`src/rtl/keypad_code_lock.sv`:
```
// Keypad code lock: digit entry, code check, timed open, code programming, lockout after repeated failures.
// Each key acts at its strobe edge; check result one edge after '#'; no backpressure, keys outside a listening state are dropped.
module keypad_code_lock #(
  parameter int                      CODE_LEN     = 4,
  parameter logic [4*CODE_LEN-1:0]   DEFAULT_CODE = 16'h1234,
  parameter int                      MAX_TRIES    = 3,
  parameter int                      OPEN_CYCLES  = 50_000_000,
  parameter int                      LOCK_CYCLES  = 500_000_000
) (
  input  logic       i_clk,
  input  logic       i_rst,
  input  logic       i_key_valid,
  input  logic [3:0] i_key,
  output logic       o_open,
  output logic       o_locked,
  output logic       o_err,
  output logic [2:0] o_state,
  output logic [2:0] o_count
);

  localparam int BW   = 4 * CODE_LEN;
  localparam int TMAX = (OPEN_CYCLES > LOCK_CYCLES) ? OPEN_CYCLES : LOCK_CYCLES;
  localparam int TW   = (TMAX > 1) ? $clog2(TMAX) : 1;
  localparam int FW   = $clog2(MAX_TRIES + 1);

  localparam logic [2:0]    CNT_FULL  = 3'(CODE_LEN);
  localparam logic [FW-1:0] FAIL_LAST = FW'(MAX_TRIES - 1);
  localparam logic [TW-1:0] OPEN_LOAD = TW'(OPEN_CYCLES - 1);
  localparam logic [TW-1:0] LOCK_LOAD = TW'(LOCK_CYCLES - 1);

  typedef enum logic [2:0] {
    IDLE    = 3'd0,
    ENTRY   = 3'd1,
    CHECK   = 3'd2,
    OPEN    = 3'd3,
    PROGRAM = 3'd4,
    LOCKOUT = 3'd5
  } state_t;

  state_t        state_q, state_n;
  logic [BW-1:0] buf_q, buf_n, code_q, code_n, buf_shift;
  logic [2:0]    cnt_q, cnt_n;
  logic [FW-1:0] fail_q, fail_n;
  logic [TW-1:0] tmr_q, tmr_n;
  logic          err_q, err_n;
  logic          is_digit, is_star, is_hash, full;

  assign is_digit  = i_key_valid && (i_key <= 4'd9);
  assign is_star   = i_key_valid && (i_key == 4'd10);
  assign is_hash   = i_key_valid && (i_key == 4'd11);
  assign full      = (cnt_q == CNT_FULL);
  assign buf_shift = BW'({buf_q, i_key});

  always_ff @(posedge i_clk) begin
    if (i_rst) begin
      state_q <= IDLE;
      buf_q   <= '0;
      cnt_q   <= '0;
      fail_q  <= '0;
      tmr_q   <= '0;
      code_q  <= DEFAULT_CODE;
      err_q   <= 1'b0;
    end else begin
      state_q <= state_n;
      buf_q   <= buf_n;
      cnt_q   <= cnt_n;
      fail_q  <= fail_n;
      tmr_q   <= tmr_n;
      code_q  <= code_n;
      err_q   <= err_n;
    end
  end

  always_comb begin
    state_n = state_q;
    buf_n   = buf_q;
    cnt_n   = cnt_q;
    fail_n  = fail_q;
    tmr_n   = tmr_q;
    code_n  = code_q;
    err_n   = 1'b0;

    // Digits saturate once the buffer holds a full code.
    if ((state_q == IDLE || state_q == ENTRY || state_q == PROGRAM) && is_digit && !full) begin
      buf_n = buf_shift;
      cnt_n = cnt_q + 3'd1;
    end

    case (state_q)
      IDLE: begin
        if (is_digit) state_n = ENTRY;
      end
      ENTRY: begin
        if (is_star) begin
          buf_n   = '0;
          cnt_n   = '0;
          state_n = IDLE;
        end else if (is_hash) begin
          state_n = CHECK;
        end
      end
      CHECK: begin
        buf_n = '0;
        cnt_n = '0;
        if (full && (buf_q == code_q)) begin
          fail_n  = '0;
          tmr_n   = OPEN_LOAD;
          state_n = OPEN;
        end else begin
          err_n  = 1'b1;
          fail_n = fail_q + FW'(1);
          if (fail_q >= FAIL_LAST) begin
            tmr_n   = LOCK_LOAD;
            state_n = LOCKOUT;
          end else begin
            state_n = IDLE;
          end
        end
      end
      OPEN: begin
        // Expiry takes priority over a '#' arriving on the last open cycle.
        if (tmr_q == '0) begin
          state_n = IDLE;
        end else begin
          tmr_n = tmr_q - TW'(1);
          if (is_hash) state_n = PROGRAM;
        end
      end
      PROGRAM: begin
        if (is_hash) begin
          buf_n = '0;
          cnt_n = '0;
          if (full) begin
            code_n  = buf_q;
            state_n = IDLE;
          end else begin
            err_n = 1'b1;
          end
        end else if (is_star) begin
          buf_n   = '0;
          cnt_n   = '0;
          state_n = IDLE;
        end
      end
      LOCKOUT: begin
        if (tmr_q == '0) begin
          fail_n  = '0;
          state_n = IDLE;
        end else begin
          tmr_n = tmr_q - TW'(1);
        end
      end
      default: state_n = IDLE;
    endcase
  end

  always_comb begin
    o_state  = state_q;
    o_count  = cnt_q;
    o_open   = (state_q == OPEN);
    o_locked = (state_q == LOCKOUT);
    o_err    = err_q;
  end

endmodule

```
`config.mk`:
```
export PLATFORM = sky130hd
export DESIGN_NAME = keypad_code_lock
export DESIGN_NICKNAME = d
export VERILOG_FILES = /design/src/rtl/keypad_code_lock.sv
export SDC_FILE = /design/constraint.sdc
export NUM_CORES = 1
export LEC_CHECK = 0
export ABC_AREA = 1
export CORE_AREA = 4 4 89 91
export DETAILED_ROUTE_END_ITERATION = 12
export DIE_AREA = 0 0 93 95
export PLACE_DENSITY = 0.79
export SLEW_MARGIN = 20
export SYNTH_ARGS = -nofsm -noshare
export SYNTH_HDL_FRONTEND = slang
export SYNTH_SLANG_ARGS = --single-unit
export TNS_END_PERCENT = 5
```
`constraint.sdc`:
```
create_clock -name i_clk -period 2.1 [get_ports i_clk]
set_clock_uncertainty 0.1 [all_clocks]
set_input_delay 0.315 -clock i_clk [delete_from_list [all_inputs] [get_ports i_clk]]
set_output_delay 0.315 -clock i_clk [all_outputs]
set_load 0.02 [all_outputs]
```
# Yosys cells after proc, flatten, opt, wreduce, memory -nomap -nowiden
# Index checks and enable logic that the tools add are counted.
# totals
input_bits	7
ff_bits	70
wordCells	78
output_inout_bits	9
# op_classes
add_sub_neg	3
eq_ne	17
n_reduce_logical	18
order_cmp	2
mux	31
# ops
operator	count
2-to-1 mux 29 bit	3
case mux 29 bit (2 select lines)	1
2-to-1 mux 16 bit	3
case mux 16 bit (3 select lines)	1
2-to-1 mux 3 bit	14
logical NOT 29 bit	1
subtractor 29 x 1 -> 29 bit (second input constant)	1
case mux 3 bit (6 select lines)	1
== test 16 bit	1
inequality test 3 bit (second input constant)	4
== test 3 bit (second input constant)	3
case mux 3 bit (3 select lines)	1
== test 4 bit (second input constant)	2
== test 3 x 2 -> 1 bit (second input constant)	2
logical AND 1 bit	6
AND reduction 3 bit	2
AND reduction 6 bit	1
less-or-equal comparator 4 bit (second input constant)	1
2-to-1 mux 2 bit	2
inequality test 2 bit (second input constant)	2
case mux 2 bit (2 select lines)	1
nonzero test 2 bit	2
adder 3 x 1 -> 3 bit (second input constant)	1
== test 3 x 1 -> 1 bit (second input constant)	1
other kinds (11)	14

# Longest topological paths before layout
# depth
ltp_word	9
depth_mapped	13
depth_no_buf	13

# Least setup slack after synthesis
# No wires, ideal clock.
# synth_timing
path_kind	register -> register
from	register cnt_q[0], in the netlist o_count[0]
to	register buf_q[3]
period_less_slack_ns	1.961
stages_incl_launch_ff	10
arrival_ns	1.733
path_slack_ns	0.139
setup_ns	0.128
cell_sequence	dfxtp_1 -> inv_1 -> ha_1 -> nand2_1 -> inv_1 -> nor3_2 -> buf_2 -> nor2_1 -> a21oi_1 -> nor2_1
# synth_between
elab_chain_len	7
# synth_lines
item	line_no	source
start: declaration	42	logic [2:0] cnt_q, cnt_n;
start signal: assignment	66	cnt_q <= cnt_n;
== test 3 bit (*)	51	assign full = (cnt_q == CNT_FULL);
logical NOT 1 bit (*)	84	if ((state_q == IDLE || state_q == ENTRY || state_q == PROGRAM) && is_digit && !full) begin
logical AND 1 bit (*)	84	
2-to-1 mux 16 bit (*)	84	
2-to-1 mux 16 bit	94, 139	
2-to-1 mux 16 bit	130	if (is_hash) begin
case mux 16 bit (3 select lines) (*)	89	case (state_q)
end signal: assignment	65	buf_q <= buf_n;
end: declaration	41	logic [BW-1:0] buf_q, buf_n, code_q, code_n, buf_shift;
# Every way passes the cells marked *; elsewhere a longest branch is shown, timed or not.
# A chain may end at the register's enable or synchronous reset.

# Final worst setup path
# layout_timing
from	register state_q[2], in the netlist o_state[2]
to	output o_locked
# layout_between
elab_chain_len	1
# layout_lines
item	line_no	source
start: declaration	40	state_t state_q, state_n;
start signal: assignment	64	state_q <= state_n;
== test 3 bit	161	o_locked = (state_q == LOCKOUT);
end: declaration	15	output logic o_locked,
# Every way passes these cells.

==> summary.txt <==
Worst setup path
  – Crit path DAT: 1.52 ns
  – Worst setup EP type: primary output
  – CP startpoint kind: register
  – Critical path type: reg -> out
  – Critical Path RT: 1.68 ns
  – Crit path buffers/inverters: 2
  – Register-to-register setup slack: roughly 0.19 ns
  – Launching point of the worst reg2reg path: tmr_q[0]
  – Critical path peak fanout: 6
  – Slowest CP cell: dfxtp_1
  – Slowest stage delay, CP: around 0.48 ns
  – Cell family with most CP delay: flip-flops
  – Worst-case reg-to-reg path depth: 11
  – Worst path cell trace: inv_2 > nor2_2 > dlygate4sd2_1
  – RR Endpoint: tmr_q[28]

Detailed routing
  – DRC violations left: 0
  – Detailed Routing Iterations Pass 1: 5
  – Via density: between 5 and 6
  – Antenna Violating Nets Remaining: 0
  – DRT Wirelength: approximately 10 mm
  – WL/cell: roughly 13 um
  – Total number of vias: about 4300
  – Drt initial violations: 204

Placement
  – IO buf count: 15
  – Dpl hpwl: 7.817 mm
  – Routability congestion estimate: 0.9100
  – Placement Setup Slack: roughly 0.063 ns

Yosys
  – Top-count cell post-synth: nand2_1
  – Top_reg_cell synth: dfxtp_1
  – Post-Syn Instances: 671
  – Multiplexer area fraction after synthesis: 0%
  – Adder-cell share of the synthesized area: roughly 1.5%
  – Post-synth EDFFs: 0
  – Post-synth top area share: approximately a third
  – Synth warnings: 0
  – Flops & latches, synth: 70
  – Ranking of synthesized cells by area: dfxtp_1, nand2_1, nor2_1
  – Synth unique cells: 33
  – Post-synthesis sequential area ratio: 33.44%
  – Async SR Flop Fraction: 0%
  – Post-synthesis xor/xnor area fraction: 1.881%
  – Syn nets: 683
  – Largest family of logic cells by synthesized area: simple AND/OR/NAND/NOR gates
  – Post-synthesis simple-gate area fraction: 41.45%
  – Most common library cells after synthesis: nand2_1, nor2_1, inv_1, dfxtp_1, a21oi_1
  – Average cell area after synthesis: 6.245 um2
  – Compound-Gate Fraction of Synth Area: between 10% and 20%
  – Post-synth top area cell: dfxtp_1
  – Synthesized area: 4190 um2

Clock tree
  – H-Tree Depth: 3
  – TritonCTS clock tree: yes
  – Clock insertion delay at the later pin of the skew report: approximately 0.34 ns
  – CTS Buffer Depth: 2
  – Postcts setup bufs: 0
  – CTS Buf Count: 9
  – CTS clk-pin slew, worst paths: 0.07 ns
  – CTS Root Buffer Type: clkbuf_8
  – Clock sinks: 70

Run
  – Maxcap violations: 0

Timing
  – Final setup fails: 0
  – WHS: approximately 0.39 ns
  – Final slew viol count: 0
  – Hold Vio Cnt, Final: 0
  – Final period util: 92.36%
  – Peak Freq: about 520 MHz
  – Worst Tran Pin Value: approximately 0.57 ns
  – Relative slew slack: 61.62%
  – Worst setup margin: 0.1604 ns
  – RSZ-0062 raised after global routing: yes
  – Period minus WS final: between 1.5 and 2 ns

Power
  – P per Cell Area: 892.3 nW/um2
  – Leakage dissipation: 2.316 nW
  – Peak supply drop: roughly 0.54 mV

Floorplanning
  – Row Count: 31
  – Die Y: ~95 um
  – DIE AREA: 8835 um2
  – Core area: approximately 7000 um2
  – Chip Width: 93 um
  – Initial core utilization: just under 60%
  – I/O pin total: 16

Global routing
  – First-pass GRT wire length: between 15 and 20 mm
  – Initial antenna violation count: 0
  – All-Layer GR Usage: 25.22%
  – Largest net degree at the start of global routing: 33
  – Vias in the first global route: 4137
  – Grt total ovfl: 0

Min path
  – WHS Path Cells: 2
  – Hold path endpoint: fail_q[1]
  – Hold_sp: fail_q[1]
  – Min-delay worst type: reg -> reg

Final layout
  – Layout net count: 715
  – Fraction of layout cells with a size suffix above 1: 12.99%
  – N_diodes: 0
  – Area grow syn2layout: 14.21%

Status
  – Status: complete, no violations
## metal layers
layer / wire, um / global-route usage [%] / part of all wire, % / vias up
met3: 450 / 5.817 / 4.3 / 37
met1: 4309 / 28.20 / 41 / 1925
li1: - / - / - / 2188
met4: 373 / 11.36 / 3.6 / 0
met5: 0 / 0 / 0 / -
met2: 5270 / 45.53 / 51 / 126
## what timing repair did
action,in CTS,in global routing
hold buffers,0,0
pin swaps,0,1
gates resized for setup,3,6
endpoints found under the setup margin,2,12
## kinds of logic after synthesis
logic type	count (synthesis)
simple gates	399
xor+xnor	9
buf+inv	96
compound gates	92
fa+ha+maj	5
flops	70
## stage by stage
stage	setup TNS (ns)	power [mW]	std cells	instance area [um2]	utilization, %
floorplan	0	2.816	671	4190	-
global placement	0	3.205	791	4587	64.27
detailed placement	0	3.251	791	4587	64.27
CTS	0	4.261	807	4762	66.73
global route	-0.01626	4.574	807	4786	67.06
finish	0	4.271	807	4786	67.06
## power by group
group / leakage, nW / internal, mW / total (mW) / switching [mW]
logic: 1.66 / 0.656 / 1.78 / 1.12
registers: 0.566 / 1.41 / 1.50 / 0.0883
clock network: 0.0908 / 0.441 / 0.997 / 0.556
total: 2.32 / 2.51 / 4.27 / 1.76
## worst max path at each step
| stage | cells after the start | slack (ns) | startpoint | end |
|---|---|---|---|---|
| detailed placement | 8 | 0.06 | i_key[3] | code_q[8] |
| finish | 3 | 0.16 | o_state[2] | o_locked |
| global route | 14 | -0.009 | o_count[0] | tmr_q[15] |
| floorplan | 9 | 0.14 | o_count[0] | buf_q[3] |
| global placement | 8 | 0.16 | i_key[2] | o_count[2] |
| CTS | 11 | 0.12 | tmr_q[0] | tmr_q[15] |
## layout by cell type (no fill, tap or decap), types with 5 or more instances in the layout
cell type | Yosys | layout
nand2_1 | 181 | 181
nor2_1 | 125 | 121
inv_1 | 72 | 72
dfxtp_1 | 70 | 69
a21oi_1 | 49 | 49
nand3_1 | 41 | 40
o21ai_0 | 26 | 26
buf_4 | 0 | 19
clkdlybuf4s50_1 | 0 | 13
nand4_1 | 10 | 10
nor2_2 | 5 | 9
a21oi_2 | 9 | 9
clkbuf_8 | 0 | 9
inv_2 | 8 | 8
nand2_2 | 8 | 8
nor3_1 | 6 | 6
nand3b_1 | 5 | 5
xnor2_1 | 5 | 5
o211ai_1 | 5 | 5
ha_1 | 5 | 5
## sequential cells by signal (all words and copies together), names as in the netlist
signal	flops
fail_q	2
o_err	1
o_count	3
o_state	3
buf_q	16
tmr_q	29
code_q	16
## layout make-up
class / count / area, um2
repair buffers: 37 / 350.3
multi-input cells: 505 / 2432
clock buffers: 9 / 123.9
well taps: 99 / 123.9
flip-flops and latches: 70 / 1403
fillers: 647 / 2351
inverters: 80 / 300.3
clock inverters: 7 / 52.55
## worst register-to-register path, cell delays in order (launching register included)
cell and delay [ns]:
dfxtp_1 0.30, inv_1 0.15, ha_1 0.20, nand2_1 0.06, nor2_1 0.18, nand3b_4 0.11, o21ai_4 0.21, nand2_4 0.10
nand2_8 0.19, nand2_1 0.10, nand2_1 0.07, nor2_1 0.04
Note: power is estimated with default switching activity, not from simulation.
